--- config.mk ---
export PLATFORM = sky130hd
export DESIGN_NAME = time_entry_register_flat
export DESIGN_NICKNAME = d
export VERILOG_FILES = /design/src/rtl/time_entry_register_pkg.sv /design/src/rtl/time_entry_register_if.sv /design/src/rtl/time_entry_register_bcd_field_entry.sv /design/src/rtl/time_entry_register.sv /design/src/flat_wrapper.sv
export SDC_FILE = /design/constraint.sdc
export NUM_CORES = 1
export LEC_CHECK = 0
export BUFFER_PORTS_ARGS = -buffer_cell sky130_fd_sc_hd__buf_2
export CAP_MARGIN = 30
export CORE_ASPECT_RATIO = 0.8
export CORE_MARGIN = 1.5
export CORE_UTILIZATION = 35
export DETAILED_ROUTE_END_ITERATION = 6
export PLACE_DENSITY = 0.57
export RECOVER_POWER = 100
export SLEW_MARGIN = 15
export SYNTH_ARGS = -nofsm -noshare
export SYNTH_HDL_FRONTEND = slang
export SYNTH_SLANG_ARGS = --single-unit
--- constraint.sdc ---
create_clock -name clock -period 3.5 [get_ports clock]
set_input_delay 0.175 -clock clock [delete_from_list [all_inputs] [get_ports clock]]
set_output_delay 0.175 -clock clock [all_outputs]
set_load 0.02 [all_outputs]
--- src/rtl/time_entry_register_pkg.sv ---
`default_nettype none
// +----------------------------------------------------------------------------+
// | time_entry_pkg : shared state encoding, field widths and BCD helpers for    |
// |                  time_entry_register.                      Revision: 1.0   |
// +----------------------------------------------------------------------------+
package time_entry_pkg;

   localparam int c_DIGIT_W      = 4;
   localparam int c_FIELD_W      = 2 * c_DIGIT_W;
   localparam int c_BIN_W        = 7;
   localparam int c_HOUR_MAX_DEF = 23;
   localparam int c_MIN_MAX_DEF  = 59;
   localparam int c_SEC_MAX_DEF  = 59;

   typedef enum logic [1:0] {
      IDLE     = 2'd0,
      ENTER    = 2'd1,
      VALIDATE = 2'd2
   } state_t;

   function automatic logic [c_BIN_W-1:0] bcd2bin(input logic [c_FIELD_W-1:0] bcd);
      return c_BIN_W'(bcd[7:4]) * c_BIN_W'(10) + c_BIN_W'(bcd[3:0]);
   endfunction

   function automatic logic [c_FIELD_W-1:0] bin2bcd(input int unsigned val);
      logic [c_DIGIT_W-1:0] tens;
      logic [c_DIGIT_W-1:0] ones;
      tens = c_DIGIT_W'(val / 10);
      ones = c_DIGIT_W'(val % 10);
      return {tens, ones};
   endfunction

endpackage
`default_nettype wire

--- src/rtl/time_entry_register_if.sv ---
`default_nettype none
// +----------------------------------------------------------------------------+
// | time_entry_register_if : field strobes, keypad and committed-time bundle.   |
// |                                                            Revision: 1.0   |
// +----------------------------------------------------------------------------+
interface time_entry_register_if;
   import time_entry_pkg::*;

   logic                 hour_en;
   logic                 min_en;
   logic                 sec_en;
   logic                 completeSetting;
   logic                 key_valid;
   logic [c_DIGIT_W-1:0] key_digit;
   logic [c_FIELD_W-1:0] set_hour;
   logic [c_FIELD_W-1:0] set_min;
   logic [c_FIELD_W-1:0] set_sec;
   logic                 load_pulse;
   logic                 entry_err;

   modport master (
      output hour_en, min_en, sec_en, completeSetting, key_valid, key_digit,
      input  set_hour, set_min, set_sec, load_pulse, entry_err
   );

   modport slave (
      input  hour_en, min_en, sec_en, completeSetting, key_valid, key_digit,
      output set_hour, set_min, set_sec, load_pulse, entry_err
   );

endinterface
`default_nettype wire

--- src/rtl/time_entry_register_bcd_field_entry.sv ---
`default_nettype none
// +----------------------------------------------------------------------------+
// | bcd_field_entry : one 2-digit BCD field with edge-triggered clear/commit    |
// |                   and its staging register.                Revision: 1.0   |
// +----------------------------------------------------------------------------+
module bcd_field_entry
   import time_entry_pkg::*;
(
   input  wire logic                 clock,
   input  wire logic                 reset,
   input  wire logic                 field_en,
   input  wire logic                 field_active,
   input  wire logic                 key_valid,
   input  wire logic [c_DIGIT_W-1:0] key_digit,
   input  wire logic                 load,
   input  wire logic [c_FIELD_W-1:0] load_value,
   output logic      [c_FIELD_W-1:0] staged
);

   logic                 r_en_d;
   logic [c_FIELD_W-1:0] r_buf;
   logic [1:0]           r_count;
   logic [c_FIELD_W-1:0] r_staged;

   logic                 w_rise;
   logic                 w_fall;
   logic                 w_key;
   logic [c_FIELD_W-1:0] w_buf_base;
   logic [1:0]           w_cnt_base;
   logic [c_FIELD_W-1:0] w_buf_nxt;
   logic [1:0]           w_cnt_nxt;

   assign w_rise = field_en & ~r_en_d;
   assign w_fall = ~field_en & r_en_d;
   assign w_key  = key_valid & field_active & (key_digit <= 4'd9);

   // A key arriving with the rising edge lands in the freshly cleared buffer.
   always_comb begin
      w_buf_base = w_rise ? '0 : r_buf;
      w_cnt_base = w_rise ? 2'd0 : r_count;
      w_buf_nxt  = w_buf_base;
      w_cnt_nxt  = w_cnt_base;
      if (w_key && (w_cnt_base < 2'd2)) begin
         w_buf_nxt = {w_buf_base[3:0], key_digit};
         w_cnt_nxt = w_cnt_base + 2'd1;
      end
   end

   always_ff @(posedge clock) begin
      if (reset) begin
         r_en_d   <= 1'b0;
         r_buf    <= '0;
         r_count  <= 2'd0;
         r_staged <= '0;
      end else begin
         r_en_d  <= field_en;
         r_buf   <= w_buf_nxt;
         r_count <= w_cnt_nxt;
         if (w_fall && (r_count != 2'd0)) begin
            r_staged <= r_buf;
         end else if (load) begin
            r_staged <= load_value;
         end
      end
   end

   assign staged = r_staged;

endmodule
`default_nettype wire

--- src/rtl/time_entry_register.sv ---
`default_nettype none
// +----------------------------------------------------------------------------+
// | time_entry_register : keypad HH:MM:SS entry, range check and commit.        |
// | Option macro TIME_ENTRY_CLAMP_EN clamps bad fields instead of rejecting.    |
// |                                                            Revision: 1.0   |
// +----------------------------------------------------------------------------+
module time_entry_register
   import time_entry_pkg::*;
#(
   parameter int HOUR_MAX = c_HOUR_MAX_DEF,
   parameter int MIN_MAX  = c_MIN_MAX_DEF,
   parameter int SEC_MAX  = c_SEC_MAX_DEF
) (
   input  wire logic             clock,
   input  wire logic             reset,
   time_entry_register_if.slave  bus
);

   state_t               r_state;
   state_t               w_next_state;
   logic                 w_load_stage;
   logic                 w_any_en;

   logic [c_FIELD_W-1:0] w_stage_hour;
   logic [c_FIELD_W-1:0] w_stage_min;
   logic [c_FIELD_W-1:0] w_stage_sec;
   logic                 w_hour_oor;
   logic                 w_min_oor;
   logic                 w_sec_oor;
   logic                 w_any_oor;

   logic [c_FIELD_W-1:0] r_set_hour;
   logic [c_FIELD_W-1:0] r_set_min;
   logic [c_FIELD_W-1:0] r_set_sec;
   logic                 r_load_pulse;
   logic                 r_entry_err;

   logic                 w_hour_act;
   logic                 w_min_act;
   logic                 w_sec_act;

   assign w_any_en   = bus.hour_en | bus.min_en | bus.sec_en;
   assign w_hour_act = bus.hour_en;
   assign w_min_act  = bus.min_en & ~bus.hour_en;
   assign w_sec_act  = bus.sec_en & ~bus.hour_en & ~bus.min_en;

   always_ff @(posedge clock) begin
      if (reset) r_state <= IDLE;
      else       r_state <= w_next_state;
   end

   always_comb begin
      w_next_state = r_state;
      w_load_stage = 1'b0;
      case (r_state)
         IDLE: begin
            if (bus.completeSetting) begin
               w_next_state = VALIDATE;
            end else if (w_any_en) begin
               w_next_state = ENTER;
               w_load_stage = 1'b1;
            end
         end
         ENTER:    if (bus.completeSetting) w_next_state = VALIDATE;
         VALIDATE: w_next_state = IDLE;
         default:  w_next_state = IDLE;
      endcase
   end

   bcd_field_entry u_hour (
      .clock(clock), .reset(reset), .field_en(bus.hour_en), .field_active(w_hour_act),
      .key_valid(bus.key_valid), .key_digit(bus.key_digit), .load(w_load_stage),
      .load_value(r_set_hour), .staged(w_stage_hour)
   );

   bcd_field_entry u_min (
      .clock(clock), .reset(reset), .field_en(bus.min_en), .field_active(w_min_act),
      .key_valid(bus.key_valid), .key_digit(bus.key_digit), .load(w_load_stage),
      .load_value(r_set_min), .staged(w_stage_min)
   );

   bcd_field_entry u_sec (
      .clock(clock), .reset(reset), .field_en(bus.sec_en), .field_active(w_sec_act),
      .key_valid(bus.key_valid), .key_digit(bus.key_digit), .load(w_load_stage),
      .load_value(r_set_sec), .staged(w_stage_sec)
   );

   assign w_hour_oor = bcd2bin(w_stage_hour) > c_BIN_W'(HOUR_MAX);
   assign w_min_oor  = bcd2bin(w_stage_min)  > c_BIN_W'(MIN_MAX);
   assign w_sec_oor  = bcd2bin(w_stage_sec)  > c_BIN_W'(SEC_MAX);
   assign w_any_oor  = w_hour_oor | w_min_oor | w_sec_oor;

`ifdef TIME_ENTRY_CLAMP_EN
   localparam logic [c_FIELD_W-1:0] c_HOUR_CLAMP = bin2bcd(HOUR_MAX);
   localparam logic [c_FIELD_W-1:0] c_MIN_CLAMP  = bin2bcd(MIN_MAX);
   localparam logic [c_FIELD_W-1:0] c_SEC_CLAMP  = bin2bcd(SEC_MAX);
`endif

   always_ff @(posedge clock) begin
      if (reset) begin
         r_set_hour   <= '0;
         r_set_min    <= '0;
         r_set_sec    <= '0;
         r_load_pulse <= 1'b0;
         r_entry_err  <= 1'b0;
      end else begin
         r_load_pulse <= 1'b0;
         r_entry_err  <= 1'b0;
         if (r_state == VALIDATE) begin
`ifdef TIME_ENTRY_CLAMP_EN
            r_set_hour   <= w_hour_oor ? c_HOUR_CLAMP : w_stage_hour;
            r_set_min    <= w_min_oor  ? c_MIN_CLAMP  : w_stage_min;
            r_set_sec    <= w_sec_oor  ? c_SEC_CLAMP  : w_stage_sec;
            r_load_pulse <= 1'b1;
            r_entry_err  <= w_any_oor;
`else
            if (w_any_oor) begin
               r_entry_err <= 1'b1;
            end else begin
               r_set_hour   <= w_stage_hour;
               r_set_min    <= w_stage_min;
               r_set_sec    <= w_stage_sec;
               r_load_pulse <= 1'b1;
            end
`endif
         end
      end
   end

   assign bus.set_hour   = r_set_hour;
   assign bus.set_min    = r_set_min;
   assign bus.set_sec    = r_set_sec;
   assign bus.load_pulse = r_load_pulse;
   assign bus.entry_err  = r_entry_err;

endmodule
`default_nettype wire

--- src/flat_wrapper.sv ---
// flat-port wrapper written by rule: the top's interface ports become plain ports
module time_entry_register_flat import time_entry_pkg::*;
#(
   parameter int HOUR_MAX = c_HOUR_MAX_DEF,
   parameter int MIN_MAX  = c_MIN_MAX_DEF,
   parameter int SEC_MAX  = c_SEC_MAX_DEF
)
  (clock, reset, bus_hour_en, bus_min_en, bus_sec_en, bus_completeSetting, bus_key_valid, bus_key_digit, bus_set_hour, bus_set_min, bus_set_sec, bus_load_pulse, bus_entry_err);
  time_entry_register_if bus_i ();
  input  wire logic clock;
  input  wire logic reset;
  input wire logic [$bits(bus_i.hour_en)-1:0] bus_hour_en;
  input wire logic [$bits(bus_i.min_en)-1:0] bus_min_en;
  input wire logic [$bits(bus_i.sec_en)-1:0] bus_sec_en;
  input wire logic [$bits(bus_i.completeSetting)-1:0] bus_completeSetting;
  input wire logic [$bits(bus_i.key_valid)-1:0] bus_key_valid;
  input wire logic [$bits(bus_i.key_digit)-1:0] bus_key_digit;
  output wire logic [$bits(bus_i.set_hour)-1:0] bus_set_hour;
  output wire logic [$bits(bus_i.set_min)-1:0] bus_set_min;
  output wire logic [$bits(bus_i.set_sec)-1:0] bus_set_sec;
  output wire logic [$bits(bus_i.load_pulse)-1:0] bus_load_pulse;
  output wire logic [$bits(bus_i.entry_err)-1:0] bus_entry_err;
  assign bus_i.hour_en = bus_hour_en;
  assign bus_i.min_en = bus_min_en;
  assign bus_i.sec_en = bus_sec_en;
  assign bus_i.completeSetting = bus_completeSetting;
  assign bus_i.key_valid = bus_key_valid;
  assign bus_i.key_digit = bus_key_digit;
  assign bus_set_hour = bus_i.set_hour;
  assign bus_set_min = bus_i.set_min;
  assign bus_set_sec = bus_i.set_sec;
  assign bus_load_pulse = bus_i.load_pulse;
  assign bus_entry_err = bus_i.entry_err;
  time_entry_register #(.HOUR_MAX(HOUR_MAX), .MIN_MAX(MIN_MAX), .SEC_MAX(SEC_MAX)) u_core (.clock(clock), .reset(reset), .bus(bus_i));
endmodule
### Word-level counts from Yosys, hierarchy flattened

Cells that the tools add are included.

| operators by class | value |
|---|---|
| add/sub/neg operators | 6 |
| multiply operators | 3 |
| magnitude comparators | 7 |
| equal/unequal tests | 4 |
| multiplexer cells | 27 |
| bitwise operators | 27 |
| reduce and logical (&&, ||, !) cells | 19 |

Operators with widths:

| kind | number |
|---|---|
| two-way mux 8 bit | 12 |
| adder 7 x 4 -> 7 bit | 3 |
| multiplier 4 x 3 -> 6 bit, second input constant | 3 |
| two-way mux 2 bit | 9 |
| nonzero test 2 bit | 9 |
| bitwise AND 1 bit | 15 |
| > comparator 7 x 6 -> 1 bit, second input constant | 2 |
| inverter 1 bit | 8 |
| > comparator 7 x 5 -> 1 bit, second input constant | 1 |
| adder 2 x 1 -> 2 bit, second input constant | 3 |
| logical AND 1 bit | 6 |
| < comparator 2 bit, second input constant | 3 |
| two-way mux 1 bit | 5 |
| <= comparator 4 bit, second input constant | 1 |
| OR 1 bit | 4 |
| one-hot mux 2 bit (2 select lines) | 1 |
| AND reduction 2 bit | 2 |
| != test 3 x 2 -> 1 bit, second input constant | 1 |
| equality test 2 x 1 -> 1 bit, second input constant | 1 |
| equality test 2 bit, second input constant | 1 |
| zero test 2 bit | 1 |
| != test 2 bit, second input constant | 1 |
| OR reduction 2 bit | 1 |

| word-level totals | value |
|---|---|
| bits in registers | 85 |
| output and inout bits | 26 |
| logic and storage cells | 114 |

### Logic depth before layout (Yosys ltp)

| depth | value |
|---|---|
| word-level depth | 7 |
| gate-level depth with buffers | 11 |

### Cells and area by module

A second synthesis with hierarchy kept.

| unflattened totals | value |
|---|---|
| cells, all modules | 508 |
| area total of the unflattened synthesis | 4804.6 µm² |

By module, submodules not included:

| module | times used | cells an instance | area an instance (µm²) | sequential area each (µm²) |
|---|---|---|---|---|
| bcd_field_entry | 3 | 102 | 950.9 | 380.4 |
| time_entry_register | 1 | 202 | 1951.9 | 560.5 |

### Worst setup path before layout

No wires, ideal clock.

| timing | value |
|---|---|
| kind | flip-flop to flip-flop |
| start point | register u_core.u_hour.r_staged[5] (netlist: u_core.u_hour.staged[5]) |
| end point | register u_core.r_set_hour[7] (netlist: u_core.bus.set_hour[7]) |
| arrival | 2.804 ns |
| data required time | 3.428 ns |
| path slack | 0.625 ns |
| stages on the path, launching flop included | 12 |
| cells stage by stage | dfxtp_1 ha_1 ha_1 fa_1 nand2_1 nor3_1 xnor2_1 a311o_1 buf_6 nor3_4 buf_8 mux2i_1 |

| on the way | value |
|---|---|
| word-level cells in the longest chain between the ends | 7 |

Ends and longest elaborated chain:

| element | RTL line | RTL |
|---|---|---|
| from (decl) | time_entry_register_bcd_field_entry.sv:23 | `logic [c_FIELD_W-1:0] r_staged;` |
| from (signal assigned) | time_entry_register_bcd_field_entry.sv:60 | `r_staged <= r_buf;` |
| from (signal assigned) | time_entry_register_bcd_field_entry.sv:62 | `r_staged <= load_value;` |
| multiplier 4 x 3 -> 6 bit | time_entry_register_pkg.sv:22 | `return c_BIN_W'(bcd[7:4]) * c_BIN_W'(10) + c_BIN_W'(bcd[3:0]);` |
| adder 7 x 4 -> 7 bit | time_entry_register_pkg.sv:22 |  |
| > comparator 7 x 5 -> 1 bit | time_entry_register.sv:88 | `assign w_hour_oor = bcd2bin(w_stage_hour) > c_BIN_W'(HOUR_MAX);` |
| OR 1 bit (2 in a row) | time_entry_register.sv:91 | `assign w_any_oor = w_hour_oor \| w_min_oor \| w_sec_oor;` |
| inverter 1 bit (no source line) | n/a |  |
| AND reduction 2 bit (no source line) | n/a |  |
| to (signal assigned) | time_entry_register.sv:120 | `r_set_hour <= w_stage_hour;` |
| to (decl) | time_entry_register.sv:32 | `logic [c_FIELD_W-1:0] r_set_hour;` |

Every way passes these cells.
A chain may end at the register's enable or synchronous reset.

### Final worst setup path

| timing | value |
|---|---|
| start point | register u_core.u_hour.r_staged[7] (netlist: u_core.u_hour.staged[7]) |
| end point | register u_core.r_set_hour[6] (netlist: u_core.bus.set_hour[6]) |

Same word-level chain as after synthesis.

==> impl_metrics.yaml <==
die:
  dieWidth_um: 124
  num_io_pins: 37
  core_mm2: 0.0114
  placementRows: 35
  start_util: 0.357
  die_area_mm2: 0.0123
  die_h_um: 99.6
synthesis:
  seq_area_frac_synth: 0.417
  postSynthCellCount: 448
  muxShareOfSynthArea: 0.0981
  ys_ff_latch: 85
  yosys.cell_types.count: 35
  synth_xor_area_frac: 0.0258
  ys_warn_count: 0
  synth_top_area_share: 0.417
  syn-cell-area_mm2: 0.00408
  async_reset_ff_frac: 0
  ys.flop_type: "dfxtp_1"
  synthAdderAreaFrac: 0.0874
  synth_top_family_by_area: "simple AND/OR/NAND/NOR gates"
  synth-simple-area-share: 0.192
  syn_nets: 483
  ys_top_cells_by_area: "dfxtp_1 (42%), mux2i_1 (9.8%), nand2b_1 (6.0%), ha_1 (5.5%), a211oi_1 (4.8%)"
  synth-compound-area-share: 0.135
  synth_top_area_cell: "dfxtp_1"
  syn_area_per_cell_um2: 9.11
  synth_edf_count: 0
clocking:
  cts_tree: "yes"
  holdBufCountCts: 0
  ctsRootBufferMaster: "clkbuf_16"
  cts.sinks: 85
  clkTransAtPathRegs_ns: 0.06
  clk_path_buf_depth: 2
  post_cts_buffers: 0
  cts_resized: 0
  clock_latency_ns: 0.34
  cts_buffers: 9
  htreeDepth: 3
cells_and_area:
  n_antenna_cell: 0
  drive_above_1_share: 0.0617
  syn2layout_area_growth_pct: 13.7
  fillers: 1154
  nets: 516
grt:
  met2_usage: 0.212
  grt_max_degree: 52
  grt_pass1_wl_um: 14900
  grt_antenna_before_repair: 0
  grt_pass1_vias: 2947
  gr-usage-met3: 0.0350
  busiest_layer: "met1"
  grt_use_met1: 0.239
  grt_util_all_layers: 0.155
  overflow: 0
routing:
  avgViaCountPerCell: 4.99
  drtAntennaViolNets: 0
  drtIter0Drc: 144
  vias: 3162
  wl_per_cell_um: 14.3
  drt_drc_violations_left: 0
  dr.pass1.iters: 4
  wl_um: 9060
sta:
  tns_ns: 0
  relSlewSlack: -0.246
  finalCritPeriodShare: 0.921
  clock.fmax_mhz: 310
  fin_crit_ns: 3.22
  hold_violations: 0
  slew_viol_final: 77
  fin_hold_ws_ns: 0.0449
  rsz0062_at_grt: "no"
  finalSetupViolCount: 0
  timing.clock.skew_ns: 0.0102
  worst_pin_slew_ns: 1.87
setup_path:
  setup.worst_path.class: "flop to flop"
  cp_common_cell: "ha_1"
  cp_cell_sequence: "ha_1 > ha_1 > fa_1 > nand2_1 > nor3_1 > xnor2_1 > a311o_1 > nor3_4 > clkbuf_4 > mux2i_1"
  path_buf_inv: 1
  critPathRequiredTime_ns: 3.75
  crit_path_max_fanout: 19
  critPathMaxStageDelay_ns: 0.55
  critPathCaptureType: "flop"
  crit_slowest_cell: "a311o_1"
  startpoint_type: "flop"
  crit_family: "adder cells"
  arrival_ns: 3.48
power:
  power_density_mw_per_mm2: 432
  p_leak_nw: 1.79
  peakVddDrop_uv: 237
placed_design:
  gp_congestion: 0.793
  port_buffers: 36
  dp_hpwl_um: 6510
min_path:
  hold_path.class: "input pin to flop"
outcome:
  violations: "capacitance limit, slew limit"
  status: "complete, but fails checks"
job:
  cap_viol_max_count: 2
through the flow:
step | instance area, µm² | instances | util | worst slack (ns) | total power, mW
final | 4640 | 634 | 0.406 | 0.277 | 2.01
after global routing | 4640 | 634 | 0.406 | 0.111 | 2.09
after CTS | 4690 | 634 | 0.410 | 0.297 | 2.04
after detailed placement | 4400 | 618 | 0.385 | 0.313 | 1.12
after global placement | 4390 | 617 | 0.384 | 0.432 | 1.12
after floorplan | 4080 | 448 | - | 0.625 | 1.09
synthesized netlist by cell type (2+ instances only):
| library cell | instances |
|---|---|
| a2111oi_0 | 2 |
| a211oi_1 | 26 |
| a21o_1 | 4 |
| a21oi_1 | 33 |
| a32oi_1 | 3 |
| buf_2 | 2 |
| clkbuf_1 | 18 |
| dfxtp_1 | 85 |
| fa_1 | 6 |
| ha_1 | 18 |
| inv_1 | 21 |
| mux2i_1 | 40 |
| nand2_1 | 45 |
| nand2b_1 | 39 |
| nand3_1 | 11 |
| nand4_1 | 4 |
| nor2_1 | 42 |
| nor2b_1 | 2 |
| nor3_1 | 3 |
| o211ai_1 | 3 |
| o21ai_0 | 2 |
| o31ai_1 | 8 |
| or4_1 | 9 |
| xnor2_1 | 6 |
| xor2_1 | 6 |
final cells by class:
cell class / instances / area (µm²) / area share
flip-flops and latches: 85 / 1700 / 0.367
repair buffers: 44 / 194 / 0.0418
clock inverters: 5 / 42.5 / 0.00917
multi-input cells: 320 / 2200 / 0.473
inverters: 21 / 78.8 / 0.0170
well taps: 148 / 185 / 0.0399
clock buffers: 11 / 243 / 0.0523
path summary, 6_finish.rpt:
check | startpoint | depth (start not counted) | endpoint | slack, ns
max | u_core.u_hour.staged[7] | 10 | u_core.bus.set_hour[6] | 0.28
min | bus_completeSetting | 2 | u_core.r_state[0] | 0.04
max reg2reg | u_core.u_hour.staged[7] | 10 | u_core.bus.set_hour[6] | 0.28
min reg2reg | u_core.u_min.r_buf[6] | 2 | u_core.u_min.r_buf[6] | 0.46
worst reg2reg max path, cell delays in order (launching register included):
cell      delay [ns]
dfxtp_1         0.39
ha_1            0.26
ha_1            0.22
fa_1            0.52
nand2_1         0.06
nor3_1          0.18
xnor2_1         0.11
a311o_1         0.55
nor3_4          0.23
clkbuf_4        0.39
mux2i_1         0.24
per-layer routing:
metal,vias up,routed length (µm)
li1,1628,-
met1,1474,4800
met2,50,3740
met3,10,416
met4,0,98
met5,-,0
cells by family (layout without fill, tap and decap cells):
| kind of cell | Yosys count | in the layout |
|---|---|---|
| AND/OR/NAND/NOR | 159 | 159 |
| flip-flops | 85 | 85 |
| AO/OA/AOI/OAI | 84 | 84 |
| buffers and inverters | 43 | 81 |
| multiplexers | 40 | 40 |
| adder cells (fa/ha/maj) | 25 | 25 |
| XOR/XNOR | 12 | 12 |
where the power goes:
part	internal [mW]	total, mW	switching (mW)
clock	0.508	0.903	0.395
sequential	0.978	0.986	0.00823
combinational	0.0429	0.116	0.0730
total	1.53	2.01	0.476
cell usage in the layout (no fill, tap or decap), types with 3 or more instances in the layout:
master / Yosys / final
nor3_1: 3 / 3
clkbuf_16: 0 / 9
inv_1: 21 / 21
xnor2_1: 6 / 6
a32oi_1: 3 / 3
o211ai_1: 3 / 3
ha_1: 18 / 18
nand2b_1: 39 / 39
a21oi_1: 33 / 33
fa_1: 6 / 6
xor2_1: 6 / 6
buf_4: 0 / 4
nand4_1: 4 / 4
nor2_1: 42 / 42
a211oi_1: 26 / 26
nand3_1: 11 / 11
dfxtp_1: 85 / 85
o31ai_1: 8 / 8
or4_1: 9 / 9
a21o_1: 4 / 4
mux2i_1: 40 / 40
nand2_1: 45 / 45
buf_2: 2 / 8
clkbuf_1: 18 / 32
(Power assumes the default switching activity.)
